==> config.mk <==
export PLATFORM = sky130hd
export DESIGN_NAME = ctrl_pipe_flat
export DESIGN_NICKNAME = d
export VERILOG_FILES = /design/src/rtl/ctrl_pipe_if.sv /design/src/rtl/ctrl_pipe.sv /design/src/flat_wrapper.sv
export SDC_FILE = /design/constraint.sdc
export NUM_CORES = 1
export LEC_CHECK = 0
export BUFFER_PORTS_ARGS = -buffer_cell sky130_fd_sc_hd__buf_2
export CORE_MARGIN = 2
export CORE_UTILIZATION = 49
export CTS_CLUSTER_DIAMETER = 60
export DETAILED_ROUTE_END_ITERATION = 8
export PLACE_DENSITY = 0.76
export SLEW_MARGIN = 40
export SYNTH_ARGS = -nofsm -noshare
export SYNTH_HDL_FRONTEND = slang
export SYNTH_SLANG_ARGS = --single-unit
==> constraint.sdc <==
create_clock -name Clk -period 1.9 [get_ports Clk]
set_clock_uncertainty 0.15 [all_clocks]
set_input_delay 0 -clock Clk [delete_from_list [all_inputs] [get_ports Clk]]
set_output_delay 0 -clock Clk [all_outputs]
set_load 0.02 [all_outputs]
==> src/rtl/ctrl_pipe_if.sv <==
// Shared ALU op type plus the fetch->decode->execute control bundle interface.
// No logic here: pure signal grouping, so no latency of its own.
// Backpressure is carried by instr_ready; the execute side cannot stall the bundle.
package ctrl_pipe_pkg;
    // ALU operation mnemonics driven on ALU_OP
    typedef enum logic [3:0] {
        NOP    = 4'd0,
        ADD    = 4'd1,
        SUB    = 4'd2,
        ORR    = 4'd3,
        AND    = 4'd4,
        XOR    = 4'd5,
        LSH    = 4'd6,
        INC    = 4'd7,
        DEC    = 4'd8,
        CLR    = 4'd9,
        RXOR_7 = 4'd10,
        RXOR_8 = 4'd11
    } op_mne;
endpackage

interface ctrl_pipe_if #(
    parameter int W = 8
);
    import ctrl_pipe_pkg::*;

    // fetch side
    logic         instr_valid;
    logic         instr_ready;
    logic [8:0]   Instruction;
    logic         flush;

    // execute side
    logic         ctrl_valid;
    op_mne        ALU_OP;
    logic [W-1:0] Imm;
    logic         ImmSelA;
    logic [3:0]   RaddrA;
    logic [3:0]   RaddrB;
    logic [3:0]   Waddr;
    logic         RegWrite;
    logic [1:0]   RegSrc;
    logic         BranchEZ;
    logic         BranchNZ;
    logic         BranchAlways;
    logic         read_mem;
    logic         write_mem;
    logic         Done;

    // driven by fetch/execute environment
    modport master (
        output instr_valid, Instruction, flush,
        input  instr_ready, ctrl_valid, ALU_OP, Imm, ImmSelA, RaddrA, RaddrB, Waddr,
               RegWrite, RegSrc, BranchEZ, BranchNZ, BranchAlways, read_mem, write_mem, Done
    );

    // the decoder
    modport slave (
        input  instr_valid, Instruction, flush,
        output instr_ready, ctrl_valid, ALU_OP, Imm, ImmSelA, RaddrA, RaddrB, Waddr,
               RegWrite, RegSrc, BranchEZ, BranchNZ, BranchAlways, read_mem, write_mem, Done
    );
endinterface

==> src/rtl/ctrl_pipe.sv <==
// Registered, stall-aware instruction decoder producing the execute-stage control bundle.
// Latency: 1 cycle from acceptance (instr_valid & instr_ready) to ctrl_valid.
// Backpressure: instr_ready drops during load wait, halt and flush; ctrl_valid is never held back.
module ctrl_pipe
    import ctrl_pipe_pkg::*;
#(
    parameter int W        = 8,
    parameter int T        = 10,
    parameter int MEM_LAT  = 2,
    parameter int LINK_REG = 14
) (
    input  logic        Clk,
    input  logic        Reset,
    ctrl_pipe_if.slave  cp
);

    // Reject illegal parameterisations at elaboration time
    if (W < 8 || T < 1 || MEM_LAT < 1 || LINK_REG < 0 || LINK_REG > 15) begin : g_bad_param
        $error("ctrl_pipe: illegal parameter set");
    end

    // Opcode field I[7:4] when I[8]=0. Paired opcodes are split by I[3] (0 = first name).
    localparam logic [3:0] OPC_PUT     = 4'h0;
    localparam logic [3:0] OPC_GET     = 4'h1;
    localparam logic [3:0] OPC_LDW_STW = 4'h2;
    localparam logic [3:0] OPC_NXT_CLB = 4'h3;
    localparam logic [3:0] OPC_ADD     = 4'h4;
    localparam logic [3:0] OPC_SUB     = 4'h5;
    localparam logic [3:0] OPC_ORR     = 4'h6;
    localparam logic [3:0] OPC_AND     = 4'h7;
    localparam logic [3:0] OPC_LSH_PTY = 4'h8;
    localparam logic [3:0] OPC_XOR     = 4'h9;
    localparam logic [3:0] OPC_CHK     = 4'hA;
    localparam logic [3:0] OPC_DNE     = 4'hB;
    localparam logic [3:0] OPC_JNZ_JEZ = 4'hE;
    localparam logic [3:0] OPC_JMP_JAL = 4'hF;

    localparam logic [1:0] ST_RUN       = 2'd0;
    localparam logic [1:0] ST_LOAD_WAIT = 2'd1;
    localparam logic [1:0] ST_HALT      = 2'd2;

    localparam int CW = (MEM_LAT > 1) ? $clog2(MEM_LAT) : 1;

    typedef struct packed {
        op_mne        alu_op;
        logic [W-1:0] imm;
        logic         imm_sel_a;
        logic [3:0]   raddr_a;
        logic [3:0]   raddr_b;
        logic [3:0]   waddr;
        logic         reg_write;
        logic [1:0]   reg_src;
        logic         br_ez;
        logic         br_nz;
        logic         br_al;
        logic         rd_mem;
        logic         wr_mem;
    } bundle_t;

    logic [1:0]    state;
    logic [CW-1:0] cnt;
    logic          vld_q;
    logic          done_q;
    bundle_t       bnd_q;
    bundle_t       dec;
    logic          dec_ldw;
    logic          dec_dne;
    logic          accept;

    logic [8:0] ins;
    logic [3:0] opc;
    logic       sub;
    logic [3:0] s_reg;
    logic [3:0] g_reg;

    assign ins   = cp.Instruction;
    assign opc   = ins[7:4];
    assign sub   = ins[3];
    assign s_reg = {1'b1, ins[2:0]};
    assign g_reg = {1'b0, ins[2:0]};

    // Only RUN takes instructions, and a flush kills whatever is presented alongside it
    assign cp.instr_ready = (state == ST_RUN) && !cp.flush;
    assign accept         = cp.instr_valid && cp.instr_ready;

    // Combinational decode of the presented instruction into a candidate bundle
    always_comb begin
        dec           = '0;
        dec.alu_op    = NOP;
        dec.reg_write = 1'b1;
        dec_ldw       = 1'b0;
        dec_dne       = 1'b0;
        if (ins[8]) begin
            dec.imm       = W'(ins[7:0]);
            dec.imm_sel_a = 1'b1;
        end else begin
            case (opc)
                OPC_PUT: dec.waddr   = ins[3:0];
                OPC_GET: dec.raddr_a = ins[3:0];
                OPC_LDW_STW: begin
                    dec.raddr_a = s_reg;
                    if (!sub) begin
                        dec.reg_src = 2'd1;
                        dec.rd_mem  = 1'b1;
                        dec_ldw     = 1'b1;
                    end else begin
                        dec.reg_write = 1'b0;
                        dec.wr_mem    = 1'b1;
                    end
                end
                OPC_NXT_CLB: begin
                    if (!sub) begin
                        dec.raddr_a = s_reg;
                        dec.waddr   = s_reg;
                        if (s_reg <= 4'd10)      dec.alu_op = INC;
                        else if (s_reg <= 4'd13) dec.alu_op = DEC;
                        else                     dec.alu_op = NOP;
                    end else begin
                        dec.raddr_a = g_reg;
                        dec.waddr   = g_reg;
                        dec.alu_op  = CLR;
                    end
                end
                OPC_ADD: begin dec.alu_op = ADD; dec.raddr_b = ins[3:0]; end
                OPC_SUB: begin dec.alu_op = SUB; dec.raddr_b = ins[3:0]; end
                OPC_ORR: begin dec.alu_op = ORR; dec.raddr_b = ins[3:0]; end
                OPC_AND: begin dec.alu_op = AND; dec.raddr_b = ins[3:0]; end
                OPC_XOR: begin dec.alu_op = XOR; dec.raddr_b = ins[3:0]; end
                OPC_LSH_PTY: begin
                    if (!sub) begin
                        dec.alu_op    = LSH;
                        dec.imm       = W'(ins[2:0]);
                        dec.imm_sel_a = 1'b1;
                    end else begin
                        dec.alu_op  = RXOR_7;
                        dec.raddr_a = g_reg;
                    end
                end
                OPC_CHK: begin dec.alu_op = RXOR_8; dec.raddr_a = ins[3:0]; end
                OPC_DNE: begin dec.reg_write = 1'b0; dec_dne = 1'b1; end
                OPC_JNZ_JEZ: begin
                    dec.reg_write = 1'b0;
                    dec.raddr_a   = g_reg;
                    dec.br_nz     = !sub;
                    dec.br_ez     = sub;
                end
                OPC_JMP_JAL: begin
                    dec.raddr_a = g_reg;
                    dec.br_al   = 1'b1;
                    if (sub) begin
                        dec.waddr   = 4'(LINK_REG);
                        dec.reg_src = 2'd2;
                    end else begin
                        dec.reg_write = 1'b0;
                    end
                end
                default: dec.reg_write = 1'b0;   // undefined opcodes
            endcase
        end
    end

    // Control FSM, load-wait counter and the registered bundle
    always_ff @(posedge Clk or posedge Reset) begin
        if (Reset) begin
            state  <= ST_RUN;
            cnt    <= '0;
            vld_q  <= 1'b0;
            done_q <= 1'b0;
            bnd_q  <= '0;
        end else begin
            case (state)
                ST_HALT: vld_q <= 1'b0;
                ST_LOAD_WAIT: begin
                    vld_q <= 1'b0;
                    if (cp.flush || cnt == CW'(1)) begin
                        state <= ST_RUN;
                        cnt   <= '0;
                    end else begin
                        cnt <= cnt - CW'(1);
                    end
                end
                default: begin
                    if (accept && dec_dne) begin
                        // DNE carries no execute-stage work; it only halts
                        state  <= ST_HALT;
                        done_q <= 1'b1;
                        vld_q  <= 1'b0;
                    end else if (accept) begin
                        bnd_q <= dec;
                        vld_q <= 1'b1;
                        if (dec_ldw && MEM_LAT > 1) begin
                            state <= ST_LOAD_WAIT;
                            cnt   <= CW'(MEM_LAT - 1);
                        end
                    end else begin
                        vld_q <= 1'b0;
                    end
                end
            endcase
        end
    end

    assign cp.ctrl_valid   = vld_q;
    assign cp.Done         = done_q;
    assign cp.ALU_OP       = bnd_q.alu_op;
    assign cp.Imm          = bnd_q.imm;
    assign cp.ImmSelA      = bnd_q.imm_sel_a;
    assign cp.RaddrA       = bnd_q.raddr_a;
    assign cp.RaddrB       = bnd_q.raddr_b;
    assign cp.Waddr        = bnd_q.waddr;
    assign cp.RegSrc       = bnd_q.reg_src;
    // Side-effecting strobes only ever fire alongside a live bundle
    assign cp.RegWrite     = bnd_q.reg_write & vld_q;
    assign cp.read_mem     = bnd_q.rd_mem    & vld_q;
    assign cp.write_mem    = bnd_q.wr_mem    & vld_q;
    assign cp.BranchEZ     = bnd_q.br_ez     & vld_q;
    assign cp.BranchNZ     = bnd_q.br_nz     & vld_q;
    assign cp.BranchAlways = bnd_q.br_al     & vld_q;

endmodule

==> src/flat_wrapper.sv <==
// flat-port wrapper written by rule: the top's interface ports become plain ports
module ctrl_pipe_flat import ctrl_pipe_pkg::*;
#(
    parameter int W        = 8,
    parameter int T        = 10,
    parameter int MEM_LAT  = 2,
    parameter int LINK_REG = 14
)
  (Clk, Reset, cp_instr_valid, cp_Instruction, cp_flush, cp_instr_ready, cp_ctrl_valid, cp_ALU_OP, cp_Imm, cp_ImmSelA, cp_RaddrA, cp_RaddrB, cp_Waddr, cp_RegWrite, cp_RegSrc, cp_BranchEZ, cp_BranchNZ, cp_BranchAlways, cp_read_mem, cp_write_mem, cp_Done);
  ctrl_pipe_if #(.W(W)) cp_i ();
  input  logic Clk;
  input  logic Reset;
  input wire logic [$bits(cp_i.instr_valid)-1:0] cp_instr_valid;
  input wire logic [$bits(cp_i.Instruction)-1:0] cp_Instruction;
  input wire logic [$bits(cp_i.flush)-1:0] cp_flush;
  output wire logic [$bits(cp_i.instr_ready)-1:0] cp_instr_ready;
  output wire logic [$bits(cp_i.ctrl_valid)-1:0] cp_ctrl_valid;
  output wire logic [$bits(cp_i.ALU_OP)-1:0] cp_ALU_OP;
  output wire logic [$bits(cp_i.Imm)-1:0] cp_Imm;
  output wire logic [$bits(cp_i.ImmSelA)-1:0] cp_ImmSelA;
  output wire logic [$bits(cp_i.RaddrA)-1:0] cp_RaddrA;
  output wire logic [$bits(cp_i.RaddrB)-1:0] cp_RaddrB;
  output wire logic [$bits(cp_i.Waddr)-1:0] cp_Waddr;
  output wire logic [$bits(cp_i.RegWrite)-1:0] cp_RegWrite;
  output wire logic [$bits(cp_i.RegSrc)-1:0] cp_RegSrc;
  output wire logic [$bits(cp_i.BranchEZ)-1:0] cp_BranchEZ;
  output wire logic [$bits(cp_i.BranchNZ)-1:0] cp_BranchNZ;
  output wire logic [$bits(cp_i.BranchAlways)-1:0] cp_BranchAlways;
  output wire logic [$bits(cp_i.read_mem)-1:0] cp_read_mem;
  output wire logic [$bits(cp_i.write_mem)-1:0] cp_write_mem;
  output wire logic [$bits(cp_i.Done)-1:0] cp_Done;
  assign cp_i.instr_valid = cp_instr_valid;
  assign cp_i.Instruction = cp_Instruction;
  assign cp_i.flush = cp_flush;
  assign cp_instr_ready = cp_i.instr_ready;
  assign cp_ctrl_valid = cp_i.ctrl_valid;
  assign cp_ALU_OP = cp_i.ALU_OP;
  assign cp_Imm = cp_i.Imm;
  assign cp_ImmSelA = cp_i.ImmSelA;
  assign cp_RaddrA = cp_i.RaddrA;
  assign cp_RaddrB = cp_i.RaddrB;
  assign cp_Waddr = cp_i.Waddr;
  assign cp_RegWrite = cp_i.RegWrite;
  assign cp_RegSrc = cp_i.RegSrc;
  assign cp_BranchEZ = cp_i.BranchEZ;
  assign cp_BranchNZ = cp_i.BranchNZ;
  assign cp_BranchAlways = cp_i.BranchAlways;
  assign cp_read_mem = cp_i.read_mem;
  assign cp_write_mem = cp_i.write_mem;
  assign cp_Done = cp_i.Done;
  ctrl_pipe #(.W(W), .T(T), .MEM_LAT(MEM_LAT), .LINK_REG(LINK_REG)) u_core (.Clk(Clk), .Reset(Reset), .cp(cp_i));
endmodule
==> flow_metrics.env, run 1 <==
export IMPL_cts_tree="done"
export IMPL_dieHeight_um=71.4
export IMPL_crit_type="flip-flop to flip-flop"
export IMPL_drt_iter0_markers=170
export IMPL_rsz0062_at_grt="yes"
export IMPL_slew_headroom_pct=67.7
export IMPL_via_count=1866
export IMPL_drv_slew=0
export IMPL_setup_viol_count_final=0
export IMPL_cap_violations=0
export IMPL_syn_area_per_cell_um2=9.19
export IMPL_grt_max_degree=39
export IMPL_end_kind="flip-flop"
export IMPL_synthArstFlopShare_pct=100
export IMPL_cts_inserted_buffers=5
export IMPL_clk_path_buf_depth=2
export IMPL_synthCells=242
export IMPL_coreArea_mm2=0.00435
export IMPL_place_gp_congestion=0.868
export IMPL_antenna_found_initial=0
export IMPL_die_area_mm2=0.00509
export IMPL_n_antenna_cell=0
export IMPL_first_pass_iters=4
export IMPL_p_leak_nw=1.32
export IMPL_combPwrFrac_pct=43.8
export IMPL_clock_latency_ns=0.29
export IMPL_ys_ff_latch=38
export IMPL_syn_nets=258
export IMPL_ys_warn_count=0
export IMPL_ioPinCount=49
export IMPL_worst_ep_arrival_time_ns=1.93
export IMPL_power_mw=3.09
export IMPL_die_w_um=71.4
export IMPL_grt_overflow=0
export IMPL_io_buffers=48
export IMPL_post_route_drc_count=0
export IMPL_wl_per_cell_um=14.8
export IMPL_syn_area_mm2=0.00222
export IMPL_switchingPower_mw=1.19
export IMPL_design_area_mm2=0.00266
export IMPL_drt_wl_total_um=4960
export IMPL_path_clk_slew_ns=0.08
export IMPL_h_tree_depth=2
export IMPL_cts_sinks=38
export IMPL_rows=24
export IMPL_final_hold_viol_count=0
export IMPL_critPathRequiredTime_ns=1.94
export IMPL_grt_usage_pct=19.9
export IMPL_vdd_drop_max_v=0.000527
export IMPL_pwr_share_clk_pct=18.7
export IMPL_min_path_type="primary input to flip-flop"
export IMPL_syn_to_final_growth_pct=19.6
export IMPL_seqPwrFrac_pct=37.5
export IMPL_final_cell_mix="buf_2 (48), dfrtp_1 (38), nand2_1 (25)"
export IMPL_intPower_mw=1.90
export IMPL_nNetsFinal=299
export IMPL_worst_setup_path_start_kind="flip-flop"
export IMPL_grt_pass1_wl_um=7980
export IMPL_critPathMaxFanout=5
export IMPL_synth_edf_count=0
export IMPL_tightestPinTransition_ns=0.485
export IMPL_power_density_mw_per_mm2=1160
export IMPL_placed_area_mm2=0.00236
export IMPL_hold_slack_ns=0.0266
export IMPL_grt_pass1_vias=1654
export IMPL_start_util_pct=51.1
export IMPL_drtAntennaViolNets=0
export IMPL_cts_root_buf="clkbuf_8"
export IMPL_status="completed"
export IMPL_dp_final_hpwl_um=3350
export IMPL_fill_cells=375
export IMPL_viasPerCell=5.55
export IMPL_synth_distinct_cells=50
export IMPL_period_share_pct=99.2
export IMPL_max_freq_ghz=0.531
export IMPL_yosysSeqAreaShare_pct=42.8
export IMPL_post_route_min_period_ns=1.88
export IMPL_synthFlopType="dfrtp_1"
export IMPL_drive_above_1_share_pct=32.7
export IMPL_final_common_cell="buf_2"
export IMPL_switching_share_pct=38.6
power by group through the flow:
stage	Clock (mW)	Sequential, mW	Combinational, mW
after global placement	0	1.16	1.18
final	0.579	1.16	1.35
after floorplan	0	1.17	0.988
after global routing	0.616	1.19	1.49
after detailed placement	0	1.17	1.20
after CTS	0.585	1.16	1.23
worst max-delay path, cell delays in order, from the launching register on:
cell,delay (ns)
dfrtp_1,0.39
inv_2,0.09
ha_4,0.20
and4bb_2,0.36
o31ai_4,0.13
or2_4,0.30
o22a_1,0.16
flip-flops by register name, summed over array words and instances, names as in the netlist, 2 cells and up:
register and flops:
u_core.bnd_q 6, u_core.cp.ALU_OP 4, u_core.cp.Imm 8, u_core.cp.RaddrA 4, u_core.cp.RaddrB 4, u_core.cp.RegSrc 2
u_core.cp.Waddr 4, u_core.state 2
path summary, 6_finish.rpt:
kind / slack [ns] / cells past startpoint / to / from
max: 0.02 / 6 / u_core.bnd_q[7] / u_core.state[1]
min: 0.03 / 4 / u_core.cp.Imm[5] / cp_Instruction[5]
max reg2reg: 0.02 / 6 / u_core.bnd_q[7] / u_core.state[1]
min reg2reg: 0.31 / 1 / u_core.cp.Done / u_core.cp.Done
max in group asynchronous: 1.07 / 4 / u_core.cp.ALU_OP[2] / Reset
min in group asynchronous: 0.20 / 4 / u_core.cp.Imm[7] / Reset
what timing repair did:
| item | in CTS | in global routing |
|---|---|---|
| gates cloned | 0 | 2 |
| pin swaps | 0 | 6 |
| resized for setup | 3 | 18 |
| hold buffers | 8 | 1 |
| endpoints found under the setup margin | 4 | 24 |
| endpoints found under the hold margin | 55 | 3 |
| buffers inserted | 0 | 2 |
layer usage:
layer	track usage (%)	wire length (um)
met1	28.5	2250
met2	29.4	2340
met3	5.20	307
met4	6.71	62
met5	0	0
cells by family after synthesis:
kind of cell	after synthesis	synth area share, %
buffers and inverters	53	14.3
multiplexers	1	0.450
AND/OR/NAND/NOR	82	20.2
adder cells (fa/ha/maj)	3	1.69
flip-flops	38	42.8
AO/OA/AOI/OAI	63	19.8
XOR/XNOR	2	0.788
cell type report:
type | instances | area (um2) | area share [%]
clock inverters | 1 | 5.00 | 0.188
repair buffers | 75 | 489 | 18.4
inverters | 11 | 41.3 | 1.55
multi-input cells | 152 | 1020 | 38.4
clock buffers | 7 | 86.3 | 3.25
flip-flops and latches | 38 | 951 | 35.7
well taps | 52 | 65.1 | 2.45
Yosys cell counts, types with 4 or more instances:
library cell | count | area (um2)
a21oi_1 | 18 | 90.1
a22o_1 | 8 | 70.1
and2_1 | 6 | 37.5
buf_2 | 9 | 45.0
buf_4 | 29 | 218
dfrtp_1 | 38 | 951
inv_1 | 11 | 41.3
nand2_1 | 27 | 101
nand2b_1 | 4 | 25.0
nand3_1 | 8 | 40.0
nand3b_1 | 4 | 30.0
nor2_1 | 7 | 26.3
nor3_1 | 6 | 30.0
o21ai_0 | 10 | 50.1
o31ai_1 | 5 | 37.5
per-stage QoR:
step,utilization [%],TNS [ns],worst slack [ns],instances
after floorplan,-,0,0.0550,242
after global placement,54.3,0,0.0511,315
after detailed placement,54.3,-0.109,-0.0638,315
after CTS,58.6,-0.0276,-0.0107,331
after global routing,61.1,-0.201,-0.0315,336
final,61.1,0,0.0155,336
No activity file was read; power rests on OpenSTA's default activity.
==> run 2: changes to the inputs <==
CORE_UTILIZATION = 45   (was 49)
PLACE_DENSITY = 0.71   (was 0.76)
==> run 2 against run 1 <==
First-iteration DRC count is 39% lower; core utilization decreased by 5.7 points; via count increased by 0.21%; non-clock buffer count fell by 1; final cell count up 4.2%; highest routed layer unchanged; global-route usage is 0.37 points lower; clock power rose by 15%; sequential share of layout area is 0.34 points higher; critical path type unchanged; register-to-register slack gained 0.05 ns.
==> flow_metrics.env, run 2 (synthesized netlist as in run 1, its figures left out) <==
export IMPL_critPathMaxFanout=6
export IMPL_final_common_cell="buf_2"
export IMPL_grt_pass1_vias=1679
export IMPL_path_clk_slew_ns=0.07
export IMPL_slew_headroom_pct=68.1
export IMPL_grt_usage_pct=19.5
export IMPL_drive_above_1_share_pct=30.4
export IMPL_max_freq_ghz=0.544
export IMPL_final_hold_viol_count=0
export IMPL_crit_type="flip-flop to flip-flop"
export IMPL_drt_iter0_markers=103
export IMPL_grt_pass1_wl_um=8180
export IMPL_r2r_end="u_core.bnd_q[7]"
export IMPL_post_route_min_period_ns=1.84
export IMPL_wl_per_cell_um=14.1
export IMPL_r2r_setup_slack_ns=0.06
export IMPL_clock_latency_ns=0.29
export IMPL_period_share_pct=96.7
export IMPL_via_count=1870
export IMPL_vdd_drop_max_v=0.000587
export IMPL_critPathRequiredTime_ns=1.93
export IMPL_start_util_pct=46.8
export IMPL_end_kind="flip-flop"
export IMPL_dp_final_hpwl_um=3290
export IMPL_h_tree_depth=2
export IMPL_nNetsFinal=298
export IMPL_status="completed"
export IMPL_final_cell_mix="buf_2 (48), dfrtp_1 (38), nand2_1 (27)"
export IMPL_clk_path_buf_depth=2
export IMPL_grt_max_degree=39
export IMPL_drtAntennaViolNets=0
export IMPL_ff2ff_path_depth=6
export IMPL_die_w_um=74.3
export IMPL_tns_ns=0
export IMPL_crit_path_end="u_core.bnd_q[7]"
export IMPL_first_pass_iters=5
export IMPL_min_path_type="primary input to flip-flop"
export IMPL_n_antenna_cell=0
export IMPL_grt_overflow=0
export IMPL_cts_inserted_buffers=5
export IMPL_setup_viol_count_final=0
export IMPL_worst_ep_arrival_time_ns=1.87
export IMPL_place_gp_congestion=0.815
export IMPL_startpoint="u_core.state[1]"
export IMPL_worst_setup_path_start_kind="flip-flop"
export IMPL_tightestPinTransition_ns=0.479
export IMPL_cap_violations=0
export IMPL_die_area_mm2=0.00552
export IMPL_cts_root_buf="clkbuf_8"
export IMPL_rows=25
export IMPL_viasPerCell=5.34
export IMPL_cts_tree="done"
export IMPL_io_buffers=48
export IMPL_drt_wl_total_um=4930
export IMPL_syn_to_final_growth_pct=18.5
export IMPL_antenna_found_initial=0
export IMPL_power_density_mw_per_mm2=1190
export IMPL_min_path_cells=4
export IMPL_largest_register_ff_count=8
export IMPL_dieHeight_um=74.3
export IMPL_drv_slew=0
export IMPL_p_leak_nw=1.29
export IMPL_coreArea_mm2=0.00475
export IMPL_post_route_drc_count=0
export IMPL_ioPinCount=49
export IMPL_cts_sinks=38
export IMPL_reg2reg_from="u_core.state[1]"
export IMPL_hold_slack_ns=0.0288
run 2: cell count changes in the layout (fill, tap and decap cells not counted), moves of 2 or more:
| cell | previous run | this run |
|---|---|---|
| o21ai_0 | 6 | 10 |
| o41ai_2 | 3 | 1 |
| nand2_2 | 3 | 1 |
| buf_4 | 13 | 17 |
| nand2_1 | 25 | 27 |
| buf_6 | 3 | 0 |
| o41ai_1 | 1 | 3 |
| o21ai_1 | 7 | 3 |
run 2: metrics by stage:
step	util, %	setup slack [ns]	power, mW	area, um2	std cells
global placement	49.8	0.0385	2.33	2370	328
detailed placement	49.8	0.00747	2.35	2370	328
global route	55.4	-0.000105	3.33	2640	350
finish	55.4	0.0622	3.13	2640	350
CTS	54.8	0.00798	3.10	2600	348
floorplan	-	0.0550	2.16	2220	242
run 2: worst min path at each step:
stage | slack [ns] | from | to
after detailed placement | -0.008 | Reset | u_core.cp.Waddr[1]
after global routing | 0.06 | cp_Instruction[7] | u_core.state[1]
final | 0.03 | cp_Instruction[8] | u_core.cp.RaddrA[2]
after CTS | 0.03 | cp_Instruction[8] | u_core.cp.RaddrA[2]
after global placement | -0.02 | Reset | u_core.cp.Waddr[1]
after floorplan | -0.06 | cp_flush | cp_instr_ready
run 2: power breakdown:
group          switching, mW  internal [mW]
Clock                  0.276          0.393
Sequential             0.130           1.03
Combinational          0.756          0.538
Total                   1.16           1.96
run 2: per-layer routing:
layer | vias up | GRT usage, % | part of all wire (%)
met5 | - | 0 | 0
li1 | 911 | - | -
met1 | 885 | 27.9 | 48
met2 | 66 | 29.7 | 44
met4 | 0 | 7.14 | 1.5
met3 | 8 | 3.66 | 5.9
run 2: cell type report:
cell class	count	area (um2)
clock inverter	1	30.0
multi-input combinational	152	995
fill	448	2120
clock buffer	7	76.3
sequential	38	951
tap	67	83.8
inverter	11	41.3
timing repair buffer	74	458
run 2: worst max-delay path: stages (launching register included):
cell	delay (ns)
dfrtp_1	0.40
inv_2	0.08
ha_4	0.19
and4bb_4	0.34
o31ai_4	0.13
or2_4	0.28
o22a_1	0.16
run 2: what timing repair did:
| item | CTS | global route |
|---|---|---|
| pin swaps | 3 | 1 |
| setup buffers | 2 | 2 |
| setup endpoints to repair | 4 | 12 |
| hold buffers | 9 | 0 |
| gates resized for setup | 4 | 4 |
| endpoints found under the hold margin | 57 | 0 |
| gates cloned | 1 | 0 |
